$ cat config.mk
export PLATFORM = sky130hd
export DESIGN_NAME = szcv_flag_unit_flat
export DESIGN_NICKNAME = d
export VERILOG_FILES = /design/src/rtl/szcv_flag_unit_if.sv /design/src/rtl/szcv_flag_unit.sv /design/src/flat_wrapper.sv
export SDC_FILE = /design/constraint.sdc
export NUM_CORES = 1
export LEC_CHECK = 0
export ABC_AREA = 1
export CORE_UTILIZATION = 28
export CTS_BUF_LIST = sky130_fd_sc_hd__clkbuf_8
export DETAILED_ROUTE_END_ITERATION = 6
export HOLD_SLACK_MARGIN = 0.02
export PLACE_DENSITY = 0.95
export SLEW_MARGIN = 40
export SYNTH_ARGS = -nofsm -noshare
export SYNTH_HDL_FRONTEND = slang
export SYNTH_SLANG_ARGS = --single-unit
$ cat constraint.sdc
create_clock -name clk -period 1.5 [get_ports clk]
set_clock_uncertainty 0.05 [all_clocks]
set_input_delay 0.45 -clock clk [delete_from_list [all_inputs] [get_ports clk]]
set_output_delay 0.45 -clock clk [all_outputs]
set_load 0.1 [all_outputs]
$ cat src/rtl/szcv_flag_unit_if.sv
// ALU/instruction bus seen by the SZCV flag unit.
// The core drives through master; the flag unit consumes through slave.
interface szcv_flag_unit_if #(
  parameter int DATA_W = 16,
  parameter int NPHASE = 5
);
  logic              stall;
  logic [15:0]       instr;
  logic [DATA_W-1:0] alu_a;
  logic [DATA_W-1:0] alu_b;
  logic [DATA_W-1:0] alu_y;
  logic              alu_cout;
  logic              flag_save;
  logic              flag_restore;
  logic [NPHASE-1:0] phase;
  logic [3:0]        szcv;
  logic              szcv_enable;
  logic              branch_taken;
  logic              halted;

  modport master (
    output stall,
    output instr,
    output alu_a,
    output alu_b,
    output alu_y,
    output alu_cout,
    output flag_save,
    output flag_restore,
    input  phase,
    input  szcv,
    input  szcv_enable,
    input  branch_taken,
    input  halted
  );

  modport slave (
    input  stall,
    input  instr,
    input  alu_a,
    input  alu_b,
    input  alu_y,
    input  alu_cout,
    input  flag_save,
    input  flag_restore,
    output phase,
    output szcv,
    output szcv_enable,
    output branch_taken,
    output halted
  );
endinterface

$ cat src/rtl/szcv_flag_unit.sv
// Phase ring, ALU flag decode/register and branch condition evaluation.
// Optional flag shadow register: define SZCV_SHADOW_EN.
module szcv_flag_unit #(
  parameter int DATA_W = 16,
  parameter int NPHASE = 5,
  parameter int UPD_PH = 2
) (
  input  logic            clk,
  input  logic            rst,
  szcv_flag_unit_if.slave bus
);

  logic [NPHASE-1:0] phase_q;
  logic [NPHASE-1:0] phase_d;
  logic              halted_q;
  logic              halted_d;
  logic [3:0]        szcv_q;
  logic [3:0]        szcv_d;

  logic [3:0] op;
  logic       alu_cls;
  logic       op_add;
  logic       op_sub;
  logic       op_shf;
  logic       op_log;
  logic       op_hlt;
  logic       flag_op;
  logic       go;
  logic       upd_ph;
  logic       wr_en;
  logic       hlt_fire;

  logic       s_new;
  logic       z_new;
  logic       c_new;
  logic       v_new;
  logic       a_msb;
  logic       b_msb;
  logic       y_msb;

  logic       is_br;
  logic       cond;

  assign op      = bus.instr[7:4];
  assign alu_cls = (bus.instr[15:14] == 2'b11);
  assign a_msb   = bus.alu_a[DATA_W-1];
  assign b_msb   = bus.alu_b[DATA_W-1];
  assign y_msb   = bus.alu_y[DATA_W-1];

  always_comb begin
    op_add = 1'b0;
    op_sub = 1'b0;
    op_shf = 1'b0;
    op_log = 1'b0;
    op_hlt = 1'b0;
    unique case (1'b1)
      (op == 4'b0000):                   op_add = 1'b1;
      (op == 4'b0001), (op == 4'b0101):  op_sub = 1'b1;
      (op[3:2] == 2'b10):                op_shf = 1'b1;
      (op == 4'b0010), (op == 4'b0011),
      (op == 4'b0100), (op == 4'b0110):  op_log = 1'b1;
      (op == 4'b1111):                   op_hlt = 1'b1;
      default: ;
    endcase
  end

  assign flag_op  = alu_cls & (op_add | op_sub | op_shf | op_log);
  assign go       = ~bus.stall & ~halted_q;
  assign upd_ph   = phase_q[UPD_PH];
  assign wr_en    = upd_ph & flag_op & go;
  assign hlt_fire = upd_ph & alu_cls & op_hlt & ~bus.stall;

  always_comb begin
    s_new = y_msb;
    z_new = ~|bus.alu_y;
    c_new = 1'b0;
    v_new = 1'b0;
    unique case (1'b1)
      op_add: begin
        c_new = bus.alu_cout;
        v_new = (a_msb == b_msb) & (y_msb != a_msb);
      end
      op_sub: begin
        c_new = bus.alu_cout;
        v_new = (a_msb != b_msb) & (y_msb != a_msb);
      end
      op_shf:  c_new = bus.alu_cout;
      default: ;
    endcase
  end

  // Phase ring and sticky halt form the sequencing state.
  always_ff @(posedge clk) begin
    if (rst) begin
      phase_q  <= NPHASE'(1);
      halted_q <= 1'b0;
    end else begin
      phase_q  <= phase_d;
      halted_q <= halted_d;
    end
  end

  always_comb begin
    phase_d  = phase_q;
    halted_d = halted_q | hlt_fire;
    if (go) begin
      phase_d = {phase_q[NPHASE-2:0], phase_q[NPHASE-1]};
    end
  end

`ifdef SZCV_SHADOW_EN
  logic [3:0] shadow_q;
  logic [3:0] shadow_d;

  always_comb begin
    shadow_d = shadow_q;
    if (bus.flag_save) begin
      shadow_d = szcv_q;
    end
  end

  always_ff @(posedge clk) begin
    if (rst) begin
      shadow_q <= 4'b0000;
    end else begin
      shadow_q <= shadow_d;
    end
  end

  // Restore beats a same-cycle ALU write; with save it swaps.
  always_comb begin
    szcv_d = szcv_q;
    if (bus.flag_restore) begin
      szcv_d = shadow_q;
    end else if (wr_en) begin
      szcv_d = {s_new, z_new, c_new, v_new};
    end
  end
`else
  logic unused_shadow;
  assign unused_shadow = bus.flag_save ^ bus.flag_restore;

  always_comb begin
    szcv_d = szcv_q;
    if (wr_en) begin
      szcv_d = {s_new, z_new, c_new, v_new};
    end
  end
`endif

  always_ff @(posedge clk) begin
    if (rst) begin
      szcv_q <= 4'b0000;
    end else begin
      szcv_q <= szcv_d;
    end
  end

  assign is_br = (bus.instr[15:11] == 5'b10111);

  always_comb begin
    cond = 1'b0;
    unique case (bus.instr[10:8])
      3'b000:  cond = szcv_q[2];
      3'b001:  cond = szcv_q[3] ^ szcv_q[0];
      3'b010:  cond = szcv_q[2] | (szcv_q[3] ^ szcv_q[0]);
      3'b011:  cond = ~szcv_q[2];
      default: cond = 1'b0;
    endcase
  end

  always_comb begin
    bus.phase        = phase_q;
    bus.halted       = halted_q;
    bus.szcv         = szcv_q;
    bus.szcv_enable  = wr_en;
    bus.branch_taken = is_br & cond;
  end

  logic unused_bits;
  assign unused_bits = ^{bus.instr[3:0],
                         bus.alu_a[DATA_W-2:0],
                         bus.alu_b[DATA_W-2:0]};

endmodule

$ cat src/flat_wrapper.sv
// flat-port wrapper written by rule: the top's interface ports become plain ports
module szcv_flag_unit_flat 
#(
  parameter int DATA_W = 16,
  parameter int NPHASE = 5,
  parameter int UPD_PH = 2
)
  (clk, rst, bus_stall, bus_instr, bus_alu_a, bus_alu_b, bus_alu_y, bus_alu_cout, bus_flag_save, bus_flag_restore, bus_phase, bus_szcv, bus_szcv_enable, bus_branch_taken, bus_halted);
  szcv_flag_unit_if #(.DATA_W(DATA_W), .NPHASE(NPHASE)) bus_i ();
  input  logic clk;
  input  logic rst;
  input wire logic [$bits(bus_i.stall)-1:0] bus_stall;
  input wire logic [$bits(bus_i.instr)-1:0] bus_instr;
  input wire logic [$bits(bus_i.alu_a)-1:0] bus_alu_a;
  input wire logic [$bits(bus_i.alu_b)-1:0] bus_alu_b;
  input wire logic [$bits(bus_i.alu_y)-1:0] bus_alu_y;
  input wire logic [$bits(bus_i.alu_cout)-1:0] bus_alu_cout;
  input wire logic [$bits(bus_i.flag_save)-1:0] bus_flag_save;
  input wire logic [$bits(bus_i.flag_restore)-1:0] bus_flag_restore;
  output wire logic [$bits(bus_i.phase)-1:0] bus_phase;
  output wire logic [$bits(bus_i.szcv)-1:0] bus_szcv;
  output wire logic [$bits(bus_i.szcv_enable)-1:0] bus_szcv_enable;
  output wire logic [$bits(bus_i.branch_taken)-1:0] bus_branch_taken;
  output wire logic [$bits(bus_i.halted)-1:0] bus_halted;
  assign bus_i.stall = bus_stall;
  assign bus_i.instr = bus_instr;
  assign bus_i.alu_a = bus_alu_a;
  assign bus_i.alu_b = bus_alu_b;
  assign bus_i.alu_y = bus_alu_y;
  assign bus_i.alu_cout = bus_alu_cout;
  assign bus_i.flag_save = bus_flag_save;
  assign bus_i.flag_restore = bus_flag_restore;
  assign bus_phase = bus_i.phase;
  assign bus_szcv = bus_i.szcv;
  assign bus_szcv_enable = bus_i.szcv_enable;
  assign bus_branch_taken = bus_i.branch_taken;
  assign bus_halted = bus_i.halted;
  szcv_flag_unit #(.DATA_W(DATA_W), .NPHASE(NPHASE), .UPD_PH(UPD_PH)) u_core (.clk(clk), .rst(rst), .bus(bus_i));
endmodule
==> results of run 1 <==
[per-stage QoR]
step | area [µm²] | hold slack [ns] | setup slack, ns
floorplan | 678 | 0.453 | -0.408
global placement | 1380 | 0.447 | -0.535
detailed placement | 1380 | 0.476 | -0.586
CTS | 1490 | 0.427 | -0.234
global route | 1520 | 0.428 | -0.283
finish | 1520 | 0.426 | -0.232
[report_power, final]
part	internal (µW)	switching [µW]	total, µW
Clock	231	111	343
Sequential	270	13.0	283
Combinational	162	166	327
Total	663	290	953
[per-layer routing]
layer | GRT usage (%) | up-vias
li1 | - | 443
met1 | 20.4 | 407
met2 | 37.2 | 31
met3 | 4.94 | 6
met4 | 11.4 | 0
met5 | 0 | -
[sequential cells by signal, indices dropped and copies added, names as in the netlist]
name               cells
u_core.bus.phase       5
u_core.bus.szcv        4
u_core.bus.halted      1
[cell families (layout without fill, tap and decap cells)]
logic type             count (synthesis)  after routing
buffers and inverters                 13             82
AND/OR/NAND/NOR                       59             59
XOR/XNOR                               1              1
AO/OA/AOI/OAI                         13             13
flip-flops                            10             10
[timing repair]
item | 4_1_cts | 5_1_grt
setup buffers | 7 | 1
resized for setup | 46 | 5
cloned | 0 | 0
pin swaps | 10 | 5
setup endpoints to repair | 6 | 3
hold endpoints to repair | 0 | 0
[cells in the final DEF (no fill, tap or decap), types with 2 or more instances in the layout]
cell type / netlist / layout
clkbuf_8: 0 / 4
o21ai_0: 5 / 5
dfxtp_4: 0 / 5
dlygate4sd2_1: 0 / 3
buf_6: 0 / 4
buf_4: 0 / 19
nor2_2: 2 / 2
nor2_1: 20 / 20
nand3_2: 3 / 3
a21oi_1: 5 / 4
nand2_2: 3 / 5
nand2_4: 2 / 3
clkdlybuf4s15_1: 0 / 2
nand3_1: 6 / 5
buf_2: 0 / 3
nand4_1: 3 / 3
inv_1: 10 / 9
buf_12: 0 / 11
clkdlybuf4s15_2: 0 / 2
dfxtp_1: 10 / 5
nand2_1: 17 / 14
clkdlybuf4s50_1: 0 / 20
o21ai_2: 2 / 2
inv_2: 2 / 2
[worst min-delay path: cells and delay by family]
kind	cells	cell delay [ns]
buf+inv	2	0.12
compound gates	1	0.05
simple gates	1	0.05
[path summary, 6_finish.rpt]
path / slack, ns / to / startpoint / depth (start not counted)
worst min-delay path: 0.43 / u_core.bus.halted / bus_stall / 4
worst max-delay path: -0.23 / bus_branch_taken / u_core.bus.szcv[0] / 4
worst max register to register: 0.20 / u_core.bus.szcv[0] / u_core.bus.phase[2] / 8
worst min register to register: 0.45 / u_core.bus.halted / u_core.bus.halted / 2
[Yosys cell counts]
cell type	instances
a21oi_1	5
a21oi_2	1
dfxtp_1	10
inv_1	10
inv_2	2
inv_4	1
nand2_1	17
nand2_2	3
nand2_4	2
nand3_1	6
nand3_2	3
nand4_1	3
nor2_1	20
nor2_2	2
nor2_4	1
nor3_1	1
o21ai_0	5
o21ai_2	2
or2_2	1
xor2_1	1
[final cells by class]
cell class | instances | area share (%)
inverters | 13 | 4.19
well taps | 27 | 2.22
repair buffers | 65 | 47.3
flip-flops and latches | 10 | 14.4
clock buffers | 4 | 3.62
multi-input cells | 73 | 28.3
==> impl_results.md, run 1 <==
- Initial antenna violation count: 0
- Longest Clk Path Bufs: 2
- Initial core utilization: 30.9%
- Metal-1 WL: 849 µm
- Post-DRT Antenna Nets: 0
- Final Hold Fails: 0
- Clk slew on worst S/H paths: 0.05 ns
- Initial DRC count: 17
- Met2 Wirelength: 1.21 mm
- Slew Viols, Final: 0
- # hold bufs at CTS: 0
- Pwr Density: 626 nW/µm²
- Yosys warnings: 0
- Antenna diodes: 0
- Slowest cell on the critical path: dfxtp_4
- CTS Sinks: 10
- Core area: 2040 µm²
- Final std cells w/o fill: 192
- Violated checks: negative setup slack
- Max incr delay on CP: 0.35 ns
- Placed cell count: 181
- Final WL: 2.24 mm
- Yosys top cell by area: dfxtp_1
- Layout cell share with drive strength beyond 1: 45.5%
- Relative slew margins: 86.2%
- TritonCTS Buffers: 3
- Required @ worst endpoint: 1.00 ns
- Compound-cell area share of the yosys netlist: 12.1%
- H-Tree Depth: 1
- Die Y: 49.5 µm
- Mean Syn Cell Area: 6.57 µm²
- Routed WL per cell: 11.6 µm
- IO Port Bufs: 45
- Distinct cells, synth: 20
- Final Core Density: 74.5%
- Combinational family with the most area after synthesis: simple AND/OR/NAND/NOR gates
- Metal3 WL: 131 µm
- Status: complete, but fails checks
- Largest net degree at the start of global routing: 8
- Storage element area: 219 µm²
- Via density: 4.62
- Worst-Margin Slew: 0.207 ns
- Vias in the first global route: 891
- Maximum VDD drop: 0.000620 V
- Xor/xnor share of the synthesized area: 1.39%
- Via count: 887
- Yosys reg bits: 10
- Final critical path time including I/O delays and setup: 1.73 ns
- Adder-cell share of the synthesized area: 0%
- Post-DP HPWL: 1.72 mm
- CTS tree: done
- Setup ws final: -0.232 ns
- CP top delay family: flip-flops
- Maximum clock rate: 577 MHz
- GR Util All Layers: 20.2%
- Worst path cell trace: xor2_2, nand3_2, a21oi_4, buf_12
- Setup violators final: 2
- Die ar.: 2450 µm²
- Area of the multi-input gates: 430 µm²
- Critical Path Fanout Max: 2
- Max_cap viols: 0
- Largest cells by area after synthesis: dfxtp_1, nor2_1, nand2_1
- WS Path Type: flop to primary output
- Num ports: 82
- Critical path data arrival time: 1.23 ns
- Post-Syn Area: 631 µm²
- Mapped Nets: 166
- First-pass GRT wire length: 3.70 mm
- Buffers plus inverters on the worst setup path: 1
- Setup total negative slack: -0.347 ns
- Critical Path Start Type: flop
- Leakage: 0.000665 µW
- Syn Inst Count: 96
- Clk Latency, worst-skew pair: 0.24 ns
- Synth top area share: 31.7%
- CTS root buffer: clkbuf_8
- Post-route DRC: 0
- Post-Synth Simple-Gate Area: 46.6%
- Filler cells: 153
- Layout overhead on the synthesized area: 141%
- Top Layer Used: met4
- Hold WC Path Type: primary input to flop
- Gr ovfl total: 0
- Placer Congestion: 0.822
- Chip width: 49.5 µm
- Drt first pass iters: 4
- Seq/Total Area, Yosys: 31.7%
- Pwr Total: 953 µW
- RSZ-0062 raised after global routing: true
- Final worst path period share: 115%
- Nets: 236
- Mux cell area share after synthesis: 0%
- FP Rows: 16
- Worst setup EP type: primary output
Note: power is estimated with default switching activity, not from simulation.
==> inputs of run 2 (changes only) <==
SKIP_CTS_REPAIR_TIMING = 1   (was not set)
==> run 2 against run 1 <==
Effect of this change:
- the run still ends with negative setup slack left
- hold slack improved by 0.0040 ns
- final area fell by 1.6%
- die area stayed put
- total power decreased by 1.6%
- sequential cell count unchanged
- combinational power decreased by 4%
- setup slack got worse by 0.0063 ns
- clock-buffer cell count did not move
- critical path depth is 1 higher
- critical endpoint unchanged
==> impl_results.md, run 2 (same netlist as run 1, synthesis figures left out) <==
- Post-DP HPWL: 1.72 mm (unchanged)
- Pwr Density: 626 nW/µm² (about the same)
- Final WL: 2.09 mm (was 2.24 mm)
- Initial DRC count: 7 (was 17)
- Violated checks: negative setup slack (unchanged)
- Setup total negative slack: -0.349 ns (was -0.347 ns)
- WS Path Type: primary input to primary output (was flop to primary output)
- Clk slew on worst S/H paths: 0.05 ns (about the same)
- Slew Viols, Final: 0 (unchanged)
- Num ports: 82 (unchanged)
- Clk Latency, worst-skew pair: 0.24 ns (about the same)
- Initial antenna violation count: 0 (unchanged)
- Die Y: 49.5 µm (unchanged)
- Initial core utilization: 30.9% (unchanged)
- Placer Congestion: 0.822 (unchanged)
- Post-DP Area: 1380 µm² (unchanged)
- Via count: 848 (was 887)
- Chip width: 49.5 µm (unchanged)
- Maximum VDD drop: 0.000632 V (was 0.000620 V)
- Critical Path Fanout Max: 3 (was 2)
- Leakage: 0.000718 µW (was 0.000665 µW)
- Relative slew margins: 86.3% (was 86.2%)
- CTS tree: done (unchanged)
- Final critical path time including I/O delays and setup: 1.74 ns (was 1.73 ns)
- Most frequent cells in the layout: nor2_1, clkdlybuf4s50_1, nand2_1 (was nor2_1, clkdlybuf4s50_1, buf_4)
- Vias in the first global route: 834 (was 891)
- Antenna diodes: 0 (unchanged)
- Max reg flops: 5 (unchanged)
- Via density: 4.53 (was 4.62)
- Max_cap viols: 0 (unchanged)
- RSZ-0062 raised after global routing: true (unchanged)
- Post-DRT Antenna Nets: 0 (unchanged)
- Status: complete, but fails checks (unchanged)
- Worst setup EP type: primary output (unchanged)
- Drt first pass iters: 2 (was 4)
- IO Port Bufs: 45 (unchanged)
- Core area: 2040 µm² (unchanged)
- Critical Path Start Type: primary input (was flop)
- Worst-Margin Slew: 0.205 ns (was 0.207 ns)
- Post-route DRC: 0 (unchanged)
- CTS root buffer: clkbuf_8 (unchanged)
- First-pass GRT wire length: 3.36 mm (was 3.70 mm)
- Layout cell share with drive strength beyond 1: 39.4% (was 45.5%)
- FP Rows: 16 (unchanged)
- Final Hold Fails: 0 (unchanged)
- Critical path data arrival time: 1.24 ns (was 1.23 ns)
- Hold WC Path Type: primary input to flop (unchanged)
- Gr ovfl total: 0 (unchanged)
- Nets: 231 (was 236)
- Routed WL per cell: 11.2 µm (was 11.6 µm)
- Final worst path period share: 116% (was 115%)
- Maximum clock rate: 575 MHz (was 577 MHz)
- CTS Sinks: 10 (unchanged)
- Longest Clk Path Bufs: 2 (unchanged)
- Largest net degree at the start of global routing: 8 (unchanged)
- Required @ worst endpoint: 1.00 ns (about the same)
- Die ar.: 2450 µm² (unchanged)
- GR Util All Layers: 18.3% (was 20.2%)
- Layout overhead on the synthesized area: 138% (was 141%)
- Hold Worst Slack: 0.430 ns (was 0.426 ns)
- Post-route cell area: 1500 µm² (was 1520 µm²)
- TritonCTS Buffers: 3 (unchanged)
- H-Tree Depth: 1 (unchanged)
- Setup ws final: -0.238 ns (was -0.232 ns)
- Setup violators final: 2 (unchanged)
-- run 2: area by class of cell --
type | instances | area, µm²
clock buffers | 4 | 55.1
fillers | 150 | 544
inverters | 13 | 63.8
multi-input cells | 73 | 415
flip-flops and latches | 10 | 219
well taps | 27 | 33.8
repair buffers | 60 | 711
-- run 2: through the flow --
step | utilization, % | setup WS [ns] | total power (µW) | std cells
3_5_place_dp | 67.6 | -0.586 | 603 | 181
2_1_floorplan | - | -0.408 | 423 | 96
4_1_cts | 70.3 | -0.591 | 944 | 185
5_1_grt | 73.3 | -0.291 | 986 | 187
3_3_place_gp | 67.6 | -0.535 | 594 | 181
6_report | 73.3 | -0.238 | 938 | 187
-- run 2: routing by layer --
metal  global-route usage, %  share of wire (%)  wire, µm  vias up
li1                        -                  -         -      434
met5                       0                  0         0        -
met3                    4.94                5.4       113        6
met4                    9.05                1.9        40        0
met2                    34.5                 55      1150       29
met1                    18.3                 37       781      379
-- run 2: power breakdown --
| group | total (µW) | internal (µW) | switching [µW] | leakage, µW |
|---|---|---|---|---|
| Clock | 340 | 231 | 109 | 0.0000288 |
| Combinational | 315 | 155 | 160 | 0.000603 |
| Sequential | 283 | 270 | 12.9 | 0.0000857 |
| Total | 938 | 656 | 282 | 0.000718 |
-- run 2: worst max-delay path, cell delays in order --
cell and delay [ns]:
dlymetal6s2s_1 0.15, or2_2 0.32, nand3_2 0.10, a21oi_4 0.06
buf_12 0.16
-- run 2: worst paths after layout --
kind,startpoint,to,slack [ns],cells past startpoint
setup reg to reg,u_core.bus.halted,u_core.bus.szcv[0],0.31,8
hold reg to reg,u_core.bus.halted,u_core.bus.halted,0.45,2
hold / removal,bus_stall,u_core.bus.halted,0.43,4
setup / recovery,bus_instr[8],bus_branch_taken,-0.24,5
